$ cat src/rtl/connection_reader.sv
// connection_reader: walks a NUM_CELLS x MAX_IN_DEGREE connection matrix
// row by row and emits one (cell, slot) edge record per set bit.
module connection_reader #(
   parameter int NUM_CELLS     = 1024,
   parameter int MAX_IN_DEGREE = 256,
   localparam int CELL_W = $clog2(NUM_CELLS),
   localparam int SLOT_W = $clog2(MAX_IN_DEGREE),
   localparam int CNT_W  = $clog2(NUM_CELLS*MAX_IN_DEGREE+1)
) (
   input  logic                     clk,
   input  logic                     reset,
   input  logic                     start,
   input  logic                     abort,
   output logic                     row_rd_en,
   output logic [CELL_W-1:0]        row_addr,
   input  logic [MAX_IN_DEGREE-1:0] row_data,
   output logic                     edge_valid,
   input  logic                     edge_ready,
   output logic [CELL_W-1:0]        edge_cell,
   output logic [SLOT_W-1:0]        edge_slot,
   output logic                     busy,
   output logic                     done,
   output logic [CNT_W-1:0]         edge_count
);

   typedef enum logic [2:0] {
      IDLE,
      FETCH,
      LOAD,
      SCAN,
      DONE
   } state_t;

   state_t                   state, state_nxt;
   logic [CELL_W-1:0]        row_ptr, ptr_nxt;
   logic [MAX_IN_DEGREE-1:0] mask, mask_nxt;
   logic [CNT_W-1:0]         cnt_nxt;
   logic [SLOT_W-1:0]        low_slot;
   logic                     last_row;
   logic                     hs;

   assign last_row = (row_ptr == CELL_W'(NUM_CELLS-1));

   // Lowest set bit wins: scan from the top so the last hit is the lowest.
   always_comb begin
      low_slot = '0;
      for (int i = MAX_IN_DEGREE-1; i >= 0; i--) begin
         if (mask[i]) low_slot = SLOT_W'(i);
      end
   end

   always_ff @(posedge clk) begin
      if (reset) begin
         state      <= IDLE;
         row_ptr    <= '0;
         mask       <= '0;
         edge_count <= '0;
      end else begin
         state      <= state_nxt;
         row_ptr    <= ptr_nxt;
         mask       <= mask_nxt;
         edge_count <= cnt_nxt;
      end
   end

   always_comb begin
      state_nxt  = state;
      ptr_nxt    = row_ptr;
      mask_nxt   = mask;
      cnt_nxt    = edge_count;
      row_rd_en  = 1'b0;
      row_addr   = '0;
      edge_valid = 1'b0;
      edge_cell  = '0;
      edge_slot  = '0;
      done       = 1'b0;
      busy       = (state != IDLE);
      hs         = 1'b0;
      unique case (state)
         IDLE: begin
            if (start && !abort) begin
               state_nxt = FETCH;
               ptr_nxt   = '0;
               cnt_nxt   = '0;
            end
         end
         FETCH: begin
            row_rd_en = 1'b1;
            row_addr  = row_ptr;
            state_nxt = abort ? IDLE : LOAD;
         end
         LOAD: begin
            mask_nxt  = row_data;
            state_nxt = abort ? IDLE : SCAN;
         end
         SCAN: begin
            edge_valid = (mask != '0);
            edge_cell  = edge_valid ? row_ptr : '0;
            edge_slot  = edge_valid ? low_slot : '0;
            hs         = edge_valid && edge_ready;
            if (hs) begin
               mask_nxt = mask & (mask - MAX_IN_DEGREE'(1));
               cnt_nxt  = edge_count + CNT_W'(1);
            end
            // An abort still lets a same-cycle handshake count.
            if (abort) begin
               state_nxt = IDLE;
            end else if (mask_nxt == '0) begin
               if (last_row) begin
                  state_nxt = DONE;
               end else begin
                  state_nxt = FETCH;
                  ptr_nxt   = row_ptr + CELL_W'(1);
               end
            end
         end
         DONE: begin
            done      = 1'b1;
            state_nxt = IDLE;
         end
         default: state_nxt = IDLE;
      endcase
   end

endmodule

$ cat config.mk
export PLATFORM = sky130hd
export DESIGN_NAME = connection_reader
export DESIGN_NICKNAME = d
export VERILOG_FILES = /design/src/rtl/connection_reader.sv
export SDC_FILE = /design/constraint.sdc
export NUM_CORES = 1
export LEC_CHECK = 0
export ABC_CLOCK_PERIOD_IN_PS = 4400
export BUFFER_PORTS_ARGS = -buffer_cell sky130_fd_sc_hd__buf_2
export CORE_ASPECT_RATIO = 0.75
export CORE_MARGIN = 2
export CORE_UTILIZATION = 54
export CTS_BUF_LIST = sky130_fd_sc_hd__clkbuf_4
export DETAILED_ROUTE_END_ITERATION = 10
export PLACE_DENSITY = 0.78
export SYNTH_ARGS = -nofsm -noshare
export SYNTH_HDL_FRONTEND = slang
export SYNTH_SLANG_ARGS = --single-unit
$ cat constraint.sdc
create_clock -name clk -period 4.4 [get_ports clk]
set_input_delay 0.44 -clock clk [delete_from_list [all_inputs] [get_ports clk]]
set_output_delay 0.44 -clock clk [all_outputs]
set_load 0.05 [all_outputs]
==> flow_metrics.py, run 1 <==
metrics = {
    "clock_network": {
        "clock_sink_count": 288,
        "cts_root_buf": "clkbuf_4",
        "tritoncts_buffers": 75,
        "cts.htree.levels": 3,
        "cts.path.max_buffers": 3,
    },
    "logic_synthesis": {
        "synth-edff-count": 0,
        "mapped_cells": 3129,
        "synth_area_per_cell_um2": 6.72,
        "ys.flop_type": "dfxtp_1",
        "async_flop_share_pct": 0,
        "synthesis.yosys.warnings": 0,
        "ys_seq_area_share_pct": 27.4,
        "synthDistinctLibCells": 79,
        "synthesis.area_um2": 21000,
        "mappedNetlistNets": 3392,
        "synth_top_area_cell": "dfxtp_1",
        "yosys_register_bits": 288,
        "synthTopCellsByArea": "dfxtp_1 27%, nor2_1 7.7%, o21ai_0 6.8%, nand2_1 6.4%, a22oi_1 5.6%",
        "synthDominantCellAreaShare_pct": 27.4,
    },
    "global_routing": {
        "grt_max_degree": 195,
        "overflow": 63,
        "antenna_found_initial": 17,
        "globalRouteTotalUtil_pct": 79.9,
    },
    "run_status": {
        "failed_stage": "global routing",
        "status": "stopped before the end",
        "tool.error": "[ERROR GRT-0232] Routing congestion too high. Check the congestion heatmap in the GUI.",
    },
    "die": {
        "floorplan.initialDensity_pct": 54.9,
        "die-height_um": 175,
        "num_rows": 62,
        "io_pins": 312,
        "die_width_um": 232,
    },
    "place": {
        "placedCellCount": 4563,
        "buffer_ports.inserted": 311,
        "gpl.final_weighted_congestion": 1.24,
        "dp_hpwl_um": 93700,
    },
    "sta": {
        "worst_slack_endpoint_at_the_end_of_global_route_timing_repair": "row_ptr[2]$_SDFFE_PP0P_/D",
        "worst_path_end_type": "sequential cell input",
    },
}
stage by stage:
stage / TNS [ns] / instance area, µm² / worst slack [ns] / utilization (%) / hold WS (ns)
2_1_floorplan: -1.65 / 21200 / -0.206 / - / 0.465
3_3_place_gp: -9.02 / 29000 / -0.876 / 75.8 / 0.475
3_5_place_dp: -9.33 / 29000 / -0.887 / 75.8 / 0.492
4_1_cts: -6.78 / 33100 / -0.567 / 86.3 / 0.00339
Yosys cell counts, drive strengths merged (27+ instances only):
master  count
a21oi     225
a22oi     158
clkbuf    239
dfxtp     288
inv        71
nand2     360
nand3      89
nand4      62
nor2      434
nor3      102
nor4      142
o211ai     39
o21ai     296
o31ai      58
o41ai      27
or2        47
or3        62
or4       108
routing by layer:
layer / GRT overflow / track usage, %
met1: 3 / 82.1
met3: 8 / 66.6
met4: 23 / 73.3
met5: 1 / 44.5
met2: 28 / 94.0
what timing repair did:
item | 4_1_cts
endpoints found under the setup margin | 31
hold endpoints to repair | 246
pin swaps | 43
hold buffers | 246
gates cloned | 1
gates resized for setup | 107
buffers inserted | 20
cell families after synthesis:
kind of cell,synth area share (%)
muxes,0.238
buffers and inverters,6.04
AOI/OAI and AO/OA,30.5
adders and majority gates,0.167
xor gates and xnor gates,0.375
DFF,27.4
and+or+nand+nor,35.2
==> run 2, diff against run 1 <==
==> config.mk (replaced) <==
export PLATFORM = sky130hd
export DESIGN_NAME = connection_reader
export DESIGN_NICKNAME = d
export VERILOG_FILES = /design/src/rtl/connection_reader.sv
export SDC_FILE = /design/constraint.sdc
export NUM_CORES = 1
export LEC_CHECK = 0
export ABC_CLOCK_PERIOD_IN_PS = 5700
export BUFFER_PORTS_ARGS = -buffer_cell sky130_fd_sc_hd__buf_2
export CORE_MARGIN = 2
export CORE_UTILIZATION = 40
export DETAILED_ROUTE_END_ITERATION = 10
export PLACE_DENSITY_LB_ADDON = 0.15
export SYNTH_ARGS = -nofsm -noshare
export SYNTH_HDL_FRONTEND = slang
export SYNTH_SLANG_ARGS = --single-unit
==> constraint.sdc (replaced) <==
create_clock -name clk -period 5.7 [get_ports clk]
set_input_delay 0.57 -clock clk [delete_from_list [all_inputs] [get_ports clk]]
set_output_delay 0.57 -clock clk [all_outputs]
set_load 0.05 [all_outputs]
==> flow_metrics.py, run 2 <==
metrics = {
    "logic_synthesis": {
        "mappedNetlistNets": 3392,
        "synth.most_common_cell": "nor2_1",
        "synth.top_cells.by_count": "433 x nor2_1, 360 x nand2_1, 288 x dfxtp_1",
        "synthesis.area_um2": 21000,
        "ys_seq_area_share_pct": 27.4,
        "synthDistinctLibCells": 79,
        "synthTopCellsByArea": "dfxtp_1 27%, nor2_1 7.7%, o21ai_0 6.8%, nand2_1 6.4%, a22oi_1 5.6%",
        "synthDominantCellAreaShare_pct": 27.4,
        "mapped_cells": 3129,
        "synth_top_area_cell": "dfxtp_1",
        "async_flop_share_pct": 0,
        "synth-edff-count": 0,
        "synth_area_per_cell_um2": 6.72,
        "ys.flop_type": "dfxtp_1",
        "synthesis.yosys.warnings": 0,
        "yosys_register_bits": 288,
    },
    "sta": {
        "maxSlewViolCount": 0,
        "timing_hold_violations_final": 0,
        "clock-skew-final_ns": 0.0323,
        "worst_slew_margin_rel_pct": 21.2,
        "tightest_slew_ns": 1.15,
        "tns_setup_ns": 0,
        "hold_slack_ns": 0.240,
        "max_freq_mhz": 178,
        "period_share_pct": 98.6,
        "finalWorstPathRequiredPeriod_ns": 5.62,
        "setup_repair_after_global_routing_missed_its_margin": "false",
        "finalSetupViolCount": 0,
    },
    "layout": {
        "syn_to_layout_area_delta_pct": 29.7,
        "regMostFlops": "mask",
        "diodes_inserted": 0,
        "finalNetCount": 3934,
        "post_route_cells_drive_above_1_share_pct": 24.4,
        "largest_register_ff_count": 256,
        "finish.utilization_pct": 52.2,
        "final_area_um2": 27300,
        "layout.cells.most_common": "buf_4",
        "reg.largest.list": "mask: 256 flops, edge_count: 19 flops, row_ptr: 10 flops",
        "mostFrequentLayoutCells": "444 x buf_4, 431 x nor2_1, 360 x nand2_1",
    },
    "place": {
        "area_after_detailed_placement_um2": 26000,
        "gpl.final_weighted_congestion": 1.06,
        "buffer_ports.inserted": 311,
        "dp_hpwl_um": 95100,
    },
    "global_routing": {
        "globalRouteTotalUtil_pct": 43.6,
        "grt_max_degree": 195,
        "via_count_of_the_first_global_routing_pass": 27063,
        "overflow": 0,
        "wire_length_of_the_first_global_routing_pass_um": 178000,
        "antenna_found_initial": 3,
    },
    "worst_setup_path": {
        "timing_worst_setup_path_type": "flop to flop",
        "endpoint_kind": "flop",
        "timing.critical_path.arrival_ns": 6.07,
        "path_max_fanout": 11,
        "required_ns": 6.15,
        "r2r-start": "mask[8]",
        "rrSetupSlack_ns": 0.08,
        "setup.worst_path.start": "mask[8]",
        "cp-start-kind": "flop",
    },
    "clock_network": {
        "cts_tree": "yes",
        "tritoncts_buffers": 36,
        "cts.path.max_buffers": 3,
        "cts.htree.levels": 2,
        "cts_hold_buffers": 0,
        "clock_sink_count": 288,
        "clock_latency_late_sink_ns": 0.57,
        "cts_root_buf": "clkbuf_16",
        "clk_transition_reported_paths_ns": 0.06,
    },
    "run_status": {
        "status": "finished clean",
    },
    "pwr": {
        "sw_frac_of_total_pct": 37.8,
        "combinationalPowerShare_pct": 36.3,
        "p_int_mw": 4.35,
        "seq_power_share_pct": 30.1,
        "worst_ir_drop_vdd_mv": 0.219,
        "power_density_nw_per_um2": 256,
        "static-leakage-power_nw": 11.4,
        "pwr-share-clk_pct": 33.6,
        "total_switching_power_mw": 2.64,
    },
    "route": {
        "first_pass_iters": 6,
        "avgRoutedWirePerCell_um": 28.0,
        "final_antenna_net_count": 0,
        "drcViolationCount": 0,
        "detailroute.via_count": 29013,
        "vias_per_cell": 6.62,
        "drt-initial-drc-count": 3561,
        "wirelength_um": 123000,
    },
    "hold_path": {
        "worst_hold_path_type": "input port to flop",
        "worstHoldStart": "row_data[62]",
    },
    "die": {
        "die_width_um": 233,
        "floorplan.initialDensity_pct": 40.3,
        "dieArea_um2": 54400,
        "fp.coreArea_um2": 52200,
        "die-height_um": 233,
        "io_pins": 312,
        "num_rows": 84,
    },
    "flow_run": {
        "drv.max_cap_violation_count": 0,
    },
}
-- run 2: cell counts after synthesis --
Identical to the previous run, type by type.
-- run 2: cells by family after synthesis --
family	count (synthesis)	synth area share, %
simple gates	1491	35.2
buf+inv	332	6.04
fa+ha+maj	3	0.167
compound gates	1001	30.5
xor+xnor	9	0.375
flops	288	27.4
mux	5	0.238
-- run 2: worst max-delay path, cell delays in order (launching register included) --
cell       delay, ns
dfxtp_1         0.31
or4_1           0.63
buf_4           0.19
or2_2           0.34
or3_1           0.50
nor4b_2         0.25
buf_4           0.17
o2111ai_2       0.14
buf_12          0.19
o31ai_1         0.46
buf_4           0.22
o21ai_0         0.13
buf_4           0.17
nor4_1          0.31
nand4_1         0.29
nor2_2          0.28
buf_4           0.16
nand3_2         0.08
or4_1           0.50
a21oi_1         0.15
-- run 2: layout make-up --
type,count,area [µm²]
clock inverter,5,57.6
clock buffer,57,1110
multi-input combinational,2509,14100
tap,688,861
inverter,72,272
timing repair buffer,764,5080
sequential,288,5770
fill,5347,25000
-- run 2: worst paths after layout --
path | endpoint | cells after the start
max | row_ptr[3] | 19
max reg2reg | row_ptr[3] | 19
min reg2reg | edge_count[14] | 2
min | mask[62] | 3
-- run 2: repair_timing --
| item | CTS | global route |
|---|---|---|
| buffers inserted | 1 | 2 |
| gates cloned | 0 | 0 |
| resized for setup | 4 | 9 |
| pin swaps | 1 | 2 |
| setup endpoints to repair | 12 | 9 |
-- run 2: power by group through the flow --
stage               clock, mW  combinational (mW)  sequential [mW]
finish                   2.35                2.54             2.10
detailed placement          0                2.40             2.14
floorplan                   0                1.16             2.12
CTS                      2.37                2.42             2.10
global route             2.43                2.63             2.11
global placement            0                2.40             2.14
-- run 2: metrics by stage --
stage                     std cells  worst slack [ns]  total power, mW
after global routing           4383            0.0132             7.17
after detailed placement       4318            -0.318             4.55
after global placement         4318            -0.463             4.55
final                          4383            0.0823             6.99
after CTS                      4381            0.0373             6.88
after floorplan                3129             0.674             3.28
-- run 2: routing by layer --
| layer | vias to the layer above | GRT usage [%] | wire length [µm] |
|---|---|---|---|
| li1 | 12788 | - | - |
| met1 | 13938 | 55.5 | 48100 |
| met2 | 1849 | 68.8 | 54000 |
| met3 | 434 | 7.90 | 11800 |
| met4 | 4 | 25.7 | 8560 |
| met5 | - | 0 | 21 |
Power figures use the tool's default switching activity.
